<file path="src/rtl/define.sv">
// Bus widths shared by the DMA engines.
`ifndef DMAC_DEFINE_SV
`define DMAC_DEFINE_SV
`define ADDR_WIDTH 32
`define DATA_WIDTH 32
`define LEN_BITS   8
`define SIZE_BITS  3
`define ID_BITS    4
`endif

</file>
<file path="src/rtl/dmac_read.sv">
// DMA read engine: one AXI4 read burst per command, beats buffered in a FIFO
// and streamed to the write engine over a valid/ready interface.
`ifndef DMAC_DEFINE_SV
`include "define.sv"
`endif

// state  | meaning
// S_IDLE | waiting for a command
// S_AR   | read address presented, waiting for m_arready
// S_R    | accepting read beats into the FIFO (or discarding after a missing last)
// S_DRAIN| burst finished, waiting for the FIFO to empty
module dmac_read #(
  parameter int FIFO_DEPTH = 16
) (
  input  logic                   clk_i,
  input  logic                   rst_ni,
  input  logic                   valid_i,
  input  logic [`ADDR_WIDTH-1:0] src_addr_i,
  input  logic [`LEN_BITS-1:0]   len_i,
  input  logic [`SIZE_BITS-1:0]  size_i,
  input  logic [1:0]             burst_i,
  output logic                   busy_o,
  output logic                   done_o,
  output logic                   error_o,
  output logic [`ID_BITS-1:0]    m_arid,
  output logic [`ADDR_WIDTH-1:0] m_araddr,
  output logic [`LEN_BITS-1:0]   m_arlen,
  output logic [`SIZE_BITS-1:0]  m_arsize,
  output logic [1:0]             m_arburst,
  output logic                   m_arvalid,
  input  logic                   m_arready,
  input  logic [`ID_BITS-1:0]    m_rid,
  input  logic [`DATA_WIDTH-1:0] m_rdata,
  input  logic [1:0]             m_rresp,
  input  logic                   m_rlast,
  input  logic                   m_rvalid,
  output logic                   m_rready,
  output logic [`DATA_WIDTH-1:0] data_o,
  output logic                   data_valid_o,
  input  logic                   data_ready_i
);

  localparam int AW = $clog2(FIFO_DEPTH);

  typedef enum logic [1:0] {S_IDLE, S_AR, S_R, S_DRAIN} state_t;

  state_t                 state_q, state_d;
  logic [`LEN_BITS-1:0]   cnt_q, cnt_d;
  logic                   err_q, err_d;
  logic                   discard_q, discard_d;
  logic                   latch_cmd;
  logic                   push;
  logic                   pop;
  logic                   last_pop;
  logic                   r_acc;
  logic                   full;
  logic                   empty;
  logic [AW:0]            wr_ptr_q, rd_ptr_q;
  logic [AW:0]            rd_ptr_inc;
  logic [`DATA_WIDTH-1:0] mem [FIFO_DEPTH];
  logic                   unused_rid;

  assign unused_rid = ^m_rid;

  assign empty      = (wr_ptr_q == rd_ptr_q);
  assign full       = (wr_ptr_q[AW] != rd_ptr_q[AW]) && (wr_ptr_q[AW-1:0] == rd_ptr_q[AW-1:0]);
  assign rd_ptr_inc = rd_ptr_q + 1'b1;

  assign m_arid       = '0;
  assign m_arvalid    = (state_q == S_AR);
  // Discard mode keeps the R channel draining even when the FIFO is full.
  assign m_rready     = (state_q == S_R) && (discard_q || !full);
  assign r_acc        = m_rvalid && m_rready;
  assign busy_o       = (state_q != S_IDLE);
  assign error_o      = err_q;
  assign data_valid_o = !empty;
  assign data_o       = mem[rd_ptr_q[AW-1:0]];
  assign pop          = data_valid_o && data_ready_i;
  assign last_pop     = pop && (rd_ptr_inc == wr_ptr_q);

  always_comb begin
    state_d   = state_q;
    cnt_d     = cnt_q;
    err_d     = err_q;
    discard_d = discard_q;
    latch_cmd = 1'b0;
    push      = 1'b0;
    done_o    = 1'b0;
    case (state_q)
      S_IDLE: begin
        if (valid_i) begin
          latch_cmd = 1'b1;
          cnt_d     = len_i;
          err_d     = 1'b0;
          discard_d = 1'b0;
          state_d   = S_AR;
        end
      end
      S_AR: begin
        if (m_arready) state_d = S_R;
      end
      S_R: begin
        if (r_acc) begin
          if (m_rresp != 2'b00) err_d = 1'b1;
          if (discard_q) begin
            if (m_rlast) state_d = S_DRAIN;
          end else begin
            push = 1'b1;
            if (cnt_q != '0) cnt_d = cnt_q - 1'b1;
            if (m_rlast) begin
              state_d = S_DRAIN;
              if (cnt_q != '0) err_d = 1'b1;
            end else if (cnt_q == '0) begin
              err_d     = 1'b1;
              discard_d = 1'b1;
            end
          end
        end
      end
      S_DRAIN: begin
        // done_o follows the final pop in the same cycle, so it sees data_ready_i.
        if (empty || last_pop) begin
          done_o  = 1'b1;
          state_d = S_IDLE;
        end
      end
      default: state_d = S_IDLE;
    endcase
  end

  always_ff @(posedge clk_i) begin
    if (!rst_ni) begin
      state_q   <= S_IDLE;
      cnt_q     <= '0;
      err_q     <= 1'b0;
      discard_q <= 1'b0;
      m_araddr  <= '0;
      m_arlen   <= '0;
      m_arsize  <= '0;
      m_arburst <= '0;
      wr_ptr_q  <= '0;
      rd_ptr_q  <= '0;
    end else begin
      state_q   <= state_d;
      cnt_q     <= cnt_d;
      err_q     <= err_d;
      discard_q <= discard_d;
      if (latch_cmd) begin
        m_araddr  <= src_addr_i;
        m_arlen   <= len_i;
        m_arsize  <= size_i;
        m_arburst <= burst_i;
      end
      if (push) wr_ptr_q <= wr_ptr_q + 1'b1;
      if (pop)  rd_ptr_q <= rd_ptr_inc;
    end
  end

  always_ff @(posedge clk_i) begin
    if (push) mem[wr_ptr_q[AW-1:0]] <= m_rdata;
  end

endmodule

</file>
<file path="config.mk">
export PLATFORM = sky130hd
export DESIGN_NAME = dmac_read
export DESIGN_NICKNAME = d
export VERILOG_FILES = /design/src/rtl/dmac_read.sv
export VERILOG_INCLUDE_DIRS = /design/src /design/src/rtl
export SDC_FILE = /design/constraint.sdc
export NUM_CORES = 1
export LEC_CHECK = 0
export ABC_AREA = 1
export BUFFER_PORTS_ARGS = -buffer_cell sky130_fd_sc_hd__buf_2
export CORE_ASPECT_RATIO = 0.75
export CORE_MARGIN = 5
export CORE_UTILIZATION = 40
export DETAILED_ROUTE_END_ITERATION = 10
export RECOVER_POWER = 100
export SLEW_MARGIN = 30
export SYNTH_ARGS = -nofsm -noshare
export SYNTH_HDL_FRONTEND = slang
export SYNTH_SLANG_ARGS = --single-unit
</file>
<file path="constraint.sdc">
create_clock -name clk_i -period 5.3 [get_ports clk_i]
set_input_delay 1.06 -clock clk_i [delete_from_list [all_inputs] [get_ports clk_i]]
set_output_delay 1.06 -clock clk_i [all_outputs]
set_load 0.01 [all_outputs]
</file>
Yosys cells after proc, flatten, opt, wreduce, memory -nomap -nowiden. Memories as Yosys holds them, arrays and structs flattened. A register that Yosys moved wholly into a read port is not among the register bits. Cells that the tools add are included.

Output and inout bits: 87. RAM bits: 512. Memories kept: 1. Flip-flop bits (word level): 67. Input bits: 90. Logic and storage cells: 81.

Memory list: mem (words 16, bits a word 32, read ports 1, clocked after memory_dff 1, wr ports 1, RTL line dmac_read.sv:60) `` logic [`DATA_WIDTH-1:0] mem [FIFO_DEPTH]; ``.

Multiplexer cells: 35. Add/sub/neg operators: 3. Reductions and logical operators: 18. Equality and inequality tests: 14.

Operator list (count): $mux W8 (4); $mux W1 (20); $pmux W8 S2 (1); $add A5 B1 Y5 const B (2); $eq A5 B5 Y1 (2); $mux W2 (5); $ne A2 B2 Y1 const B (5); $reduce_and A5 Y1 (2); $logic_not A8 Y1 (1); $mux W4 (2); $pmux W2 S4 (1); $reduce_bool A8 Y1 (1); $sub A8 B1 Y8 const B (1); $reduce_bool A2 Y1 (3); $logic_and A1 B1 Y1 (5); $eq A2 B2 Y1 const B (2); $eq A4 B4 Y1 (1); $ne A2 B1 Y1 const B (2); $pmux W1 S2 (2); $reduce_and A3 Y1 (1); $eq A2 B1 Y1 const B (1); $logic_not A1 Y1 (2); $logic_not A2 Y1 (1); $logic_or A1 B1 Y1 (2); $ne A1 B1 Y1 (1).

Logic depth before layout (Yosys ltp). Gate-level depths: netlist (run 1).

Word-level depth: 10. Depth in mapped cells: 12. Gate-level depth less buffers: 11.

Worst setup path after synthesis (run 1). No wires, ideal clock.

Path kind: input-to-reg. Start: in m_rvalid. End: mem mem[7][0] (netlist bit), enable pin. Data arrival time: 3.406 ns. Library setup time: 0.461 ns. Data required time: 4.839 ns. Buffers on the path: 0. Stages: 2. Slack: 1.433 ns. Cells stage by stage: nand3_2 -> nor3_1.

Longest elaborated chain between the ends: 5.

Ends and longest elaborated chain: from (decl) (RTL line dmac_read.sv:36) `input logic m_rvalid,`; $logic_and A1 B1 Y1 (RTL line dmac_read.sv:73) `assign r_acc = m_rvalid && m_rready;`; $mux W1 (RTL line dmac_read.sv:103) `if (r_acc) begin`; $mux W1 (RTL line dmac_read.sv:89) `case (state_q)`; $mux W1 (RTL line dmac_read.sv:160) `if (push) mem[wr_ptr_q[AW-1:0]] <= m_rdata;`; $mux W1 (not written as such) (RTL line dmac_read.sv:160); to (decl) (RTL line dmac_read.sv:60).

No other way between the ends.

==> run_results.csv, run 1 <==
group,metric,value,unit
status,outcome,"complete, but fails checks",
status,violations,"max-capacitance violations, max-slew violations",
synth,yosysTopAreaCell,"edfxtp_1",
timing,timing_hold_violations_final,0,
timing,setup_slack,624,ps
synth,ys_top_cells_by_area,"edfxtp_1 65%, dfxtp_1 6.0%, mux2i_1 5.4%",
clock_network,cts.sinks,583,
clock_network,postCtsHoldBufs,0,
grt,grt_use_total,17.1,%
floorplan,num_rows,77,
grt,grt_overflow,0,
synth,synthCells,1820,
synth,synth-main-ff-cell,"edfxtp_1",
placement,dp_hpwl,31500,um
timing,setup_viol,0,
routing,drc,0,
power_and_ir_drop,clock_power_share,35.1,%
setup_path,slowest_stage,"dfxtp_2",
clock_network,postCtsSetupRepairBufs,0,
power_and_ir_drop,seqPwrFrac,45.7,%
floorplan,core_area,58800,um2
floorplan,dieArea,64100,um2
grt,antenna_found_initial,5,
synth,synth_cell_type_count,36,
power_and_ir_drop,p_leak,9.14,nW
routing,wl_per_cell,20.1,um
setup_path,critical_path.endpoint_type,"output port",
timing,period_minus_slack,4680,ps
timing,finalSetupTns,0,ps
flow_run,maxCapViolCount,10,
timing,rsz0062_at_grt,"no",
grt,grt_pass1_vias,13900,
clock_network,cts_tree,"built",
layout,area_delta_synth_final,13.6,%
synth,synth-edff-count,512,
grt,grt_pass1_wl,85300,um
floorplan,die_w,291,um
setup_path,worstPathRequired,4240,ps
power_and_ir_drop,p_int,0.00833,W
clock_network,clock_latency,620,ps
layout,design_area,26900,um2
power_and_ir_drop,switching_share,28.8,%
placement,placed_cells,2700,
clock_network,cts_resized,0,
routing,via_per_inst,5.14,
setup_path,critical_path.max_fanout,53,
routing,routed_wirelength,56400,um
routing,ant_nets,0,
timing,slew_violations,157,
synth,syn_area_per_cell,13.0,um2
synth,ys_warn_count,0,
power_and_ir_drop,comb_power_share,19.2,%
power_and_ir_drop,p_sw,0.00337,W
power_and_ir_drop,ir_drop,0.238,mV
clock_network,htree_levels,2,
floorplan,initial_utilization,40.2,%
timing,slew_headroom,-79.7,%
setup_path,path_delay_family,"flip-flops",
routing,drt_pass1_iterations,6,
clock_network,cts_made_buffers,58,
timing,clock.fmax,0.214,GHz
layout,stdcell_count,2810,
placement,gp_congestion,0.760,
synth,ys_seq_elements,583,
setup_path,critPathKind,"flip-flop to output port",
setup_path,crit_chain,"clkbuf_2 -> mux2i_1 -> o211ai_1 -> nand3_1 -> nand2_1 -> clkbuf_1",
setup_path,critPathBufInv,2,
routing,num_vias,14400,
timing,worstMarginPinSlew,2690,ps
grt,grt_max_degree,101,
timing,fin_skew,26.3,ps
synth,ys_seq_area_share,71.0,%
setup_path,max_stage_delay,1140,ps
synth,synthArstFlopShare,0,%
routing,drtIter0Drc,1238,
layout,drive_above_1_share,8.82,%
clock_network,cts_root_buf,"clkbuf_16",
clock_network,path_clk_slew,60,ps
synth,synth.top_cell.area_share,65.0,%
synth,netlist_area,23600,um2
placement,dp_worst_setup_slack,1520,ps
layout,nets,2074,
setup_path,startpoint_type,"flip-flop",
clock_network,clk_path_buf_depth,3,
power_and_ir_drop,power.density,435,nW/um2
floorplan,ios,177,
min_path,hold_path.class,"flip-flop to flip-flop",
placement,placed_area,25300,um2
placement,portBuffers,168,
floorplan,die_h,221,um
setup_path,worstPathArrival,3620,ps
timing,finalCritPeriodShare,88.2,%
power_and_ir_drop,total_power,0.0117,W
[worst paths after layout]
check	startpoint	slack [ps]	to	cells past startpoint
max	flip-flop	620	data_o[2]	6
min	error_o	460	error_o	2
max reg2reg	state_q[0]	700	mem[6][17]	7
min reg2reg	error_o	460	error_o	2
[area by class of cell]
class | count | area [um2]
fillers | 5289 | 31900
flip-flops and latches | 583 | 16800
multi-input cells | 954 | 5600
clock buffers | 73 | 1550
well taps | 790 | 988
repair buffers | 202 | 917
inverters | 172 | 652
clock inverters | 34 | 347
diodes | 2 | 5.00
[synth_stat cells, drive strengths merged (4+ instances only)]
cell type and number:
edfxtp 512, o21ai 207, inv 172, a21oi 147, nor2 141, mux2i 128, o211ai 128, nand2 101
dfxtp 71, nand3 68, clkbuf 62, buf 52, ha 13, nand4 4, nor3 4
[cell families (layout without fill, tap and decap cells)]
group	after synthesis	count (layout)	synth area share [%]
xor+xnor	1	1	0.0370
compound gates	488	488	11.8
mux	128	128	5.42
buf+inv	286	481	5.32
flops	583	583	71.0
fa+ha+maj	13	13	0.688
other cells	1	6	0.0159
simple gates	320	320	5.74
[power groups by stage]
stage	Sequential (W)	Clock [W]	Combinational [W]
floorplan	0.00540	0	0.00170
global placement	0.00543	0	0.00230
detailed placement	0.00544	0	0.00234
CTS	0.00535	0.00420	0.00235
global route	0.00537	0.00439	0.00254
finish	0.00535	0.00410	0.00225
[worst register-to-register path: stages (launching register included)]
cell and delay [ps]:
dfxtp_1 330, inv_1 130, ha_1 560, nand3_1 210, nor2_1 320, nand2_1 180, nor2_1 1820, clkbuf_1 680
[placed cells by master (no fill, tap or decap), types with 2 or more instances in the layout]
cell | Yosys | routed
mux2i_1 | 128 | 128
diode_2 | 0 | 2
clkinv_1 | 0 | 13
a21oi_1 | 146 | 147
nand4_1 | 3 | 4
bufinv_16 | 0 | 6
nand3_1 | 65 | 67
ha_1 | 13 | 13
clkinv_4 | 0 | 2
buf_4 | 9 | 8
buf_2 | 16 | 59
clkbuf_2 | 0 | 5
inv_2 | 3 | 2
nand2_1 | 95 | 97
buf_12 | 0 | 3
clkinv_2 | 0 | 10
edfxtp_1 | 512 | 512
o211ai_1 | 128 | 128
nor2_4 | 0 | 4
conb_1 | 1 | 4
nand2_2 | 6 | 4
clkbuf_16 | 0 | 58
o21ai_0 | 206 | 206
clkbuf_1 | 62 | 137
dfxtp_4 | 0 | 2
nor3_1 | 4 | 4
dfxtp_1 | 71 | 67
clkbuf_8 | 0 | 4
dfxtp_2 | 0 | 2
nor2_1 | 139 | 136
inv_1 | 169 | 168
[registers in the layout, indices dropped and copies added, names as in the netlist, named ones only]
register / cells
cnt_q: 8
discard_q: 1
error_o: 1
m_araddr: 32
m_arburst: 2
m_arlen: 8
m_arsize: 3
mem: 512
rd_ptr_q: 5
state_q: 2
wr_ptr_q: 5
[per-layer routing]
| metal | track usage [%] | vias to the layer above | share of wire, % |
|---|---|---|---|
| met5 | 0 | - | 0.046 |
| met4 | 4.20 | 4 | 1.7 |
| met3 | 2.96 | 75 | 5.6 |
| met2 | 27.3 | 334 | 46 |
| met1 | 24.7 | 7112 | 46 |
| li1 | - | 6916 | - |
[metrics by stage]
step                utilization [%]  hold WS (ps)
finish                         45.7           458
global route                   45.7           502
CTS                            46.3           461
detailed placement             43.1           451
global placement               43.0           443
floorplan                         -           471
No activity file was read; power rests on OpenSTA's default activity.
==> inputs of run 2 (changes only) <==
--- a/config.mk
+++ b/config.mk
@@ -7,11 +7,14 @@
 export NUM_CORES = 1
 export LEC_CHECK = 0
 export ABC_AREA = 1
+export ABC_CLOCK_PERIOD_IN_PS = 5300
 export BUFFER_PORTS_ARGS = -buffer_cell sky130_fd_sc_hd__buf_2
 export CORE_ASPECT_RATIO = 0.75
 export CORE_MARGIN = 5
-export CORE_UTILIZATION = 40
+export CORE_UTILIZATION = 50
+export CTS_CLUSTER_DIAMETER = 150
 export DETAILED_ROUTE_END_ITERATION = 10
+export PLACE_DENSITY = 0.68
 export RECOVER_POWER = 100
 export SLEW_MARGIN = 30
 export SYNTH_ARGS = -nofsm -noshare
==> run 2 against run 1 <==
The flow still finishes with violations (max-capacitance violations, max-slew violations). Sequential cell count did not move. Clock power decreased by 11%. Count of clock-buffer cells in the layout decreased by 4. Clock skew decreased by 17 ps. First-iteration DRC count up 0.32%. Worst setup slack better by 180 ps. Non-clock buffer count increased by 3. Via count rose by 1.3%. Design area is 1.3% lower. Combinational power is 3% higher. Cell count fell by 5.6%. Power fell by 3.8%. Largest cell class unchanged.
==> run_results.csv, run 2 (synthesized netlist as in run 1, its figures left out) <==
group,metric,value,unit
status,outcome,"complete, but fails checks",
status,violations,"max-capacitance violations, max-slew violations",
floorplan,dieArea,51800,um2
clock_network,cts_root_buf,"clkbuf_16",
setup_path,critical_path.max_fanout,23,
routing,drtIter0Drc,1242,
routing,wl_per_cell,20.4,um
clock_network,postCtsSetupRepairBufs,0,
placement,portBuffers,168,
floorplan,die_w,261,um
grt,grt_overflow,0,
layout,largest_reg_flops,512,
timing,worstMarginPinSlew,2680,ps
floorplan,ios,177,
setup_path,critPathKind,"flip-flop to flip-flop",
grt,antenna_found_initial,4,
timing,clock.fmax,0.222,GHz
min_path,min_path_cells,2,
floorplan,die_h,198,um
grt,grt_pass1_wl,82500,um
routing,ant_nets,0,
layout,num-fill-cells,3875,
setup_path,reg2reg_depth,7,
layout,drive_above_1_share,9.03,%
grt,grt_use_total,20.6,%
clock_network,cts_tree,"built",
timing,finalSetupTns,0,ps
setup_path,crit_chain,"inv_1 -> ha_1 -> nand3_1 -> nor2_1 -> nand2_1 -> nor2_1 -> buf_4",
grt,grt_max_degree,82,
setup_path,max_stage_delay,2000,ps
setup_path,worstPathRequired,5590,ps
grt,grt_pass1_vias,14000,
power_and_ir_drop,power.density,425,nW/um2
min_path,hold_path.class,"flip-flop to flip-flop",
power_and_ir_drop,ir_drop,0.249,mV
setup_path,worstPathArrival,4790,ps
layout,final_util,56.3,%
timing,slew_violations,211,
routing,drc,0,
clock_network,cts_made_buffers,55,
power_and_ir_drop,p_leak,9.07,nW
timing,period_minus_slack,4500,ps
layout,antenna_cells,0,
setup_path,critical_path.endpoint_type,"flip-flop",
setup_path,startpoint_type,"flip-flop",
timing,slew_headroom,-79.6,%
floorplan,num_rows,69,
placement,gp_congestion,0.794,
clock_network,cts.sinks,583,
layout,nets,2074,
clock_network,path_clk_slew,60,ps
clock_network,htree_levels,2,
routing,routed_wirelength,54100,um
layout,area_delta_synth_final,12.1,%
power_and_ir_drop,total_power,0.0113,W
floorplan,core_area,47100,um2
clock_network,postCtsHoldBufs,0,
timing,fin_skew,9.19,ps
timing,setup_viol,0,
routing,via_per_inst,5.51,
clock_network,clock_latency,600,ps
clock_network,clk_path_buf_depth,3,
flow_run,maxCapViolCount,8,
timing,finalCritPeriodShare,84.8,%
layout,stdcell_count,2654,
layout,final_common_cell,"edfxtp_1",
setup_path,slowest_stage,"nor2_1",
clock_network,cts_resized,0,
timing,timing_hold_violations_final,0,
routing,drt_pass1_iterations,7,
timing,rsz0062_at_grt,"no",
setup_path,cp_common_cell,"nor2_1",
floorplan,initial_utilization,50.3,%
routing,num_vias,14600,
placement,dp_hpwl,29900,um
layout,most-common-layout-cells,"512 x edfxtp_1, 206 x o21ai_0, 168 x inv_1",
placement,placed_cells,2550,
-- run 2: worst paths after layout --
| path | startpoint | to | slack [ps] |
|---|---|---|---|
| worst max-delay path | state_q[0] | mem[0][12] | 800 |
| worst min-delay path | error_o | error_o | 460 |
| worst max register to register | state_q[0] | mem[0][12] | 800 |
| worst min register to register | error_o | error_o | 460 |
-- run 2: cell type report --
type	instances	area, um2	area share [%]
timing repair buffer	205	1020	3.84
multi-input combinational	954	5600	21.1
inverter	172	651	2.45
tap	639	800	3.02
clock inverter	32	196	0.741
clock buffer	69	1430	5.39
sequential	583	16800	63.4
-- run 2: per-stage QoR --
step	setup WS (ps)	hold slack, ps	cell area [um2]
2_1_floorplan	1430	471	23700
3_3_place_gp	1800	439	25100
3_5_place_dp	1780	457	25100
4_1_cts	1240	468	26800
5_1_grt	590	481	26500
6_report	803	461	26500
-- run 2: routing by layer --
layer	wire [um]	share of wire, %	vias up	track usage [%]
li1	-	-	6906	-
met1	24000	44	7212	30.1
met2	25400	47	423	32.6
met3	3640	6.7	76	3.88
met4	973	1.8	8	5.08
met5	66	0.12	-	0
-- run 2: report_power, final --
group / internal, W / switching, W
logic: 0.000813 / 0.00150
clock network: 0.00196 / 0.00167
registers: 0.00518 / 0.000137
-- run 2: worst max-delay path, delay by kind of cell, from the launching register on --
family / cells / cell delay [ps]
buffers and inverters: 2 / 620
DFF: 1 / 340
adders and majority gates: 1 / 500
and+or+nand+nor: 4 / 2700
==> inputs of run 3 (changes only) <==
--- a/config.mk
+++ b/config.mk
@@ -7,7 +7,7 @@
 export NUM_CORES = 1
 export LEC_CHECK = 0
 export ABC_AREA = 1
-export ABC_CLOCK_PERIOD_IN_PS = 5300
+export ABC_CLOCK_PERIOD_IN_PS = 4400
 export BUFFER_PORTS_ARGS = -buffer_cell sky130_fd_sc_hd__buf_2
 export CORE_ASPECT_RATIO = 0.75
 export CORE_MARGIN = 5
==> constraint.sdc (replaced) <==
create_clock -name clk_i -period 4.4 [get_ports clk_i]
set_input_delay 0.88 -clock clk_i [delete_from_list [all_inputs] [get_ports clk_i]]
set_output_delay 0.88 -clock clk_i [all_outputs]
set_load 0.01 [all_outputs]
==> run 3 against run 2 <==
Power grew 22%. Sequential cell count unchanged. Design area increased by 0.17%. Combinational power grew 19%. Cell count is 0.34% lower. The flow still finishes with violations (max-capacitance violations, max-slew violations). Worst setup slack worse by 230 ps. Critical path type is now flip-flop to output port.
==> run_results.csv, run 3 (synthesized netlist as in run 1, its figures left out) <==
group,metric,value,unit
layout,nets,2069,
setup_path,worstPathArrival,2950,ps
grt,antenna_found_initial,4,
clock_network,cts_tree,"built",
layout,drive_above_1_share,8.47,%
placement,placed_cells,2547,
floorplan,die_w,261,um
placement,portBuffers,168,
layout,num-fill-cells,3881,
timing,finalSetupTns,0,ps
floorplan,core_area,47100,um2
timing,holdWs,478,ps
setup_path,critPathKind,"flip-flop to output port",
floorplan,dieArea,51800,um2
timing,clock.fmax,0.261,GHz
setup_path,reg2reg_depth,7,
grt,grt_use_total,20.3,%
floorplan,ios,177,
layout,stdcell_count,2645,
clock_network,cts.sinks,583,
clock_network,cts_made_buffers,56,
routing,drt_pass1_iterations,5,
layout,antenna_cells,0,
floorplan,num_rows,69,
setup_path,ff2ff_setup_slack,580,ps
power_and_ir_drop,ir_drop,0.285,mV
setup_path,path_delay_family,"flip-flops",
setup_path,slowest_stage,"dfxtp_2",
timing,slew_headroom,-14.2,%
grt,grt_max_degree,129,
routing,wl_per_cell,20.1,um
grt,grt_pass1_wl,81500,um
power_and_ir_drop,total_power,0.0137,W
layout,design_area,26600,um2
power_and_ir_drop,p_leak,9.09,nW
timing,slew_violations,49,
placement,gp_congestion,0.772,
setup_path,worstReg2RegStart,"state_q[0]",
setup_path,cp_common_cell,"o211ai_1",
clock_network,postCtsSetupRepairBufs,0,
routing,routed_wirelength,53200,um
min_path,min_path_cells,2,
clock_network,cts_root_buf,"clkbuf_16",
setup_path,worstPathRequired,3520,ps
layout,largest_reg_flops,512,
routing,ant_nets,0,
clock_network,cts_resized,0,
setup_path,critPathBufInv,2,
layout,final_common_cell,"edfxtp_1",
timing,finalCritPeriodShare,87.0,%
min_path,hold_path_end,"error_o",
floorplan,die_h,198,um
layout,area_delta_synth_final,12.3,%
placement,placed_area,25200,um2
setup_path,critical_path.max_fanout,44,
clock_network,clk_path_buf_depth,3,
clock_network,htree_levels,2,
clock_network,postCtsHoldBufs,0,
setup_path,critical_path.endpoint_type,"output port",
setup_path,r2r_end,"mem[1][30]",
timing,fin_skew,15.6,ps
floorplan,initial_utilization,50.3,%
routing,drtIter0Drc,1310,
routing,via_per_inst,5.49,
routing,drc,0,
grt,grt_pass1_vias,14100,
grt,grt_overflow,0,
timing,timing_hold_violations_final,0,
timing,setup_viol,0,
layout,most-common-layout-cells,"512 x edfxtp_1, 206 x o21ai_0, 168 x inv_1",
placement,dp_hpwl,28900,um
routing,num_vias,14500,
clock_network,clock_latency,610,ps
min_path,hold_path_startpoint,"error_o",
clock_network,path_clk_slew,70,ps
setup_path,crit_chain,"buf_4 -> o211ai_1 -> o211ai_1 -> nand2_1 -> clkbuf_1",
timing,rsz0062_at_grt,"no",
status,violations,"max-capacitance violations, max-slew violations",
min_path,hold_path.class,"flip-flop to flip-flop",
status,outcome,"complete, but fails checks",
power_and_ir_drop,power.density,517,nW/um2
setup_path,startpoint_type,"flip-flop",
timing,worstMarginPinSlew,1710,ps
timing,period_minus_slack,3830,ps
flow_run,maxCapViolCount,5,
setup_path,max_stage_delay,1030,ps
## run 3: cell count changes in the layout (fill, tap and decap cells not counted), moves of 3 or more
| cell | previous run | this run |
|---|---|---|
| clkinv_2 | 12 | 4 |
| bufinv_16 | 1 | 4 |
| inv_6 | 4 | 1 |
| clkbuf_2 | 4 | 8 |
| buf_4 | 17 | 12 |
| nor2_4 | 5 | 1 |
## run 3: area by class of cell
cell class	instances	area, um2	share of cell area, %
inverter	172	653	2.46
multi-input combinational	954	5570	21.0
timing repair buffer	199	1000	3.78
tap	639	800	3.01
sequential	583	16800	63.3
clock inverter	22	218	0.820
clock buffer	76	1500	5.65
## run 3: worst max path at each step
stage                     from           to  slack [ps]  cells after the start
global route        state_q[0]  mem[14][25]         410                      7
floorplan           state_q[0]    mem[7][0]         580                      7
global placement    state_q[0]   mem[0][10]        1330                      7
finish               flip-flop   data_o[11]         570                      5
detailed placement  state_q[0]    mem[0][8]        1250                      7
CTS                  flip-flop   data_o[11]         890                      5
## run 3: layer usage
metal	global-route usage, %	up-vias	part of all wire, %
met5	0	-	0.11
met4	4.88	8	1.9
met3	3.45	82	6.3
met2	32.5	406	47
met1	29.6	7129	45
li1	-	6888	-
## run 3: through the flow
| stage | setup WS [ps] | utilization [%] |
|---|---|---|
| CTS | 894 | 57.2 |
| detailed placement | 1250 | 53.5 |
| finish | 573 | 56.4 |
| global placement | 1330 | 53.5 |
| floorplan | 577 | - |
| global route | 411 | 56.4 |
## run 3: worst reg2reg max path, stage by stage, from the launching register on
cell      delay [ps]
dfxtp_1          330
inv_1            120
ha_1             520
nand3_1          180
nor2_1           340
nand2_1          180
nor2_1           780
clkbuf_2         960
## run 3: power by group
group          total [W]  internal [W]  switching [W]
clock            0.00458       0.00261        0.00197
combinational    0.00276      0.000961        0.00180
sequential       0.00638       0.00624       0.000142
total             0.0137       0.00981        0.00391
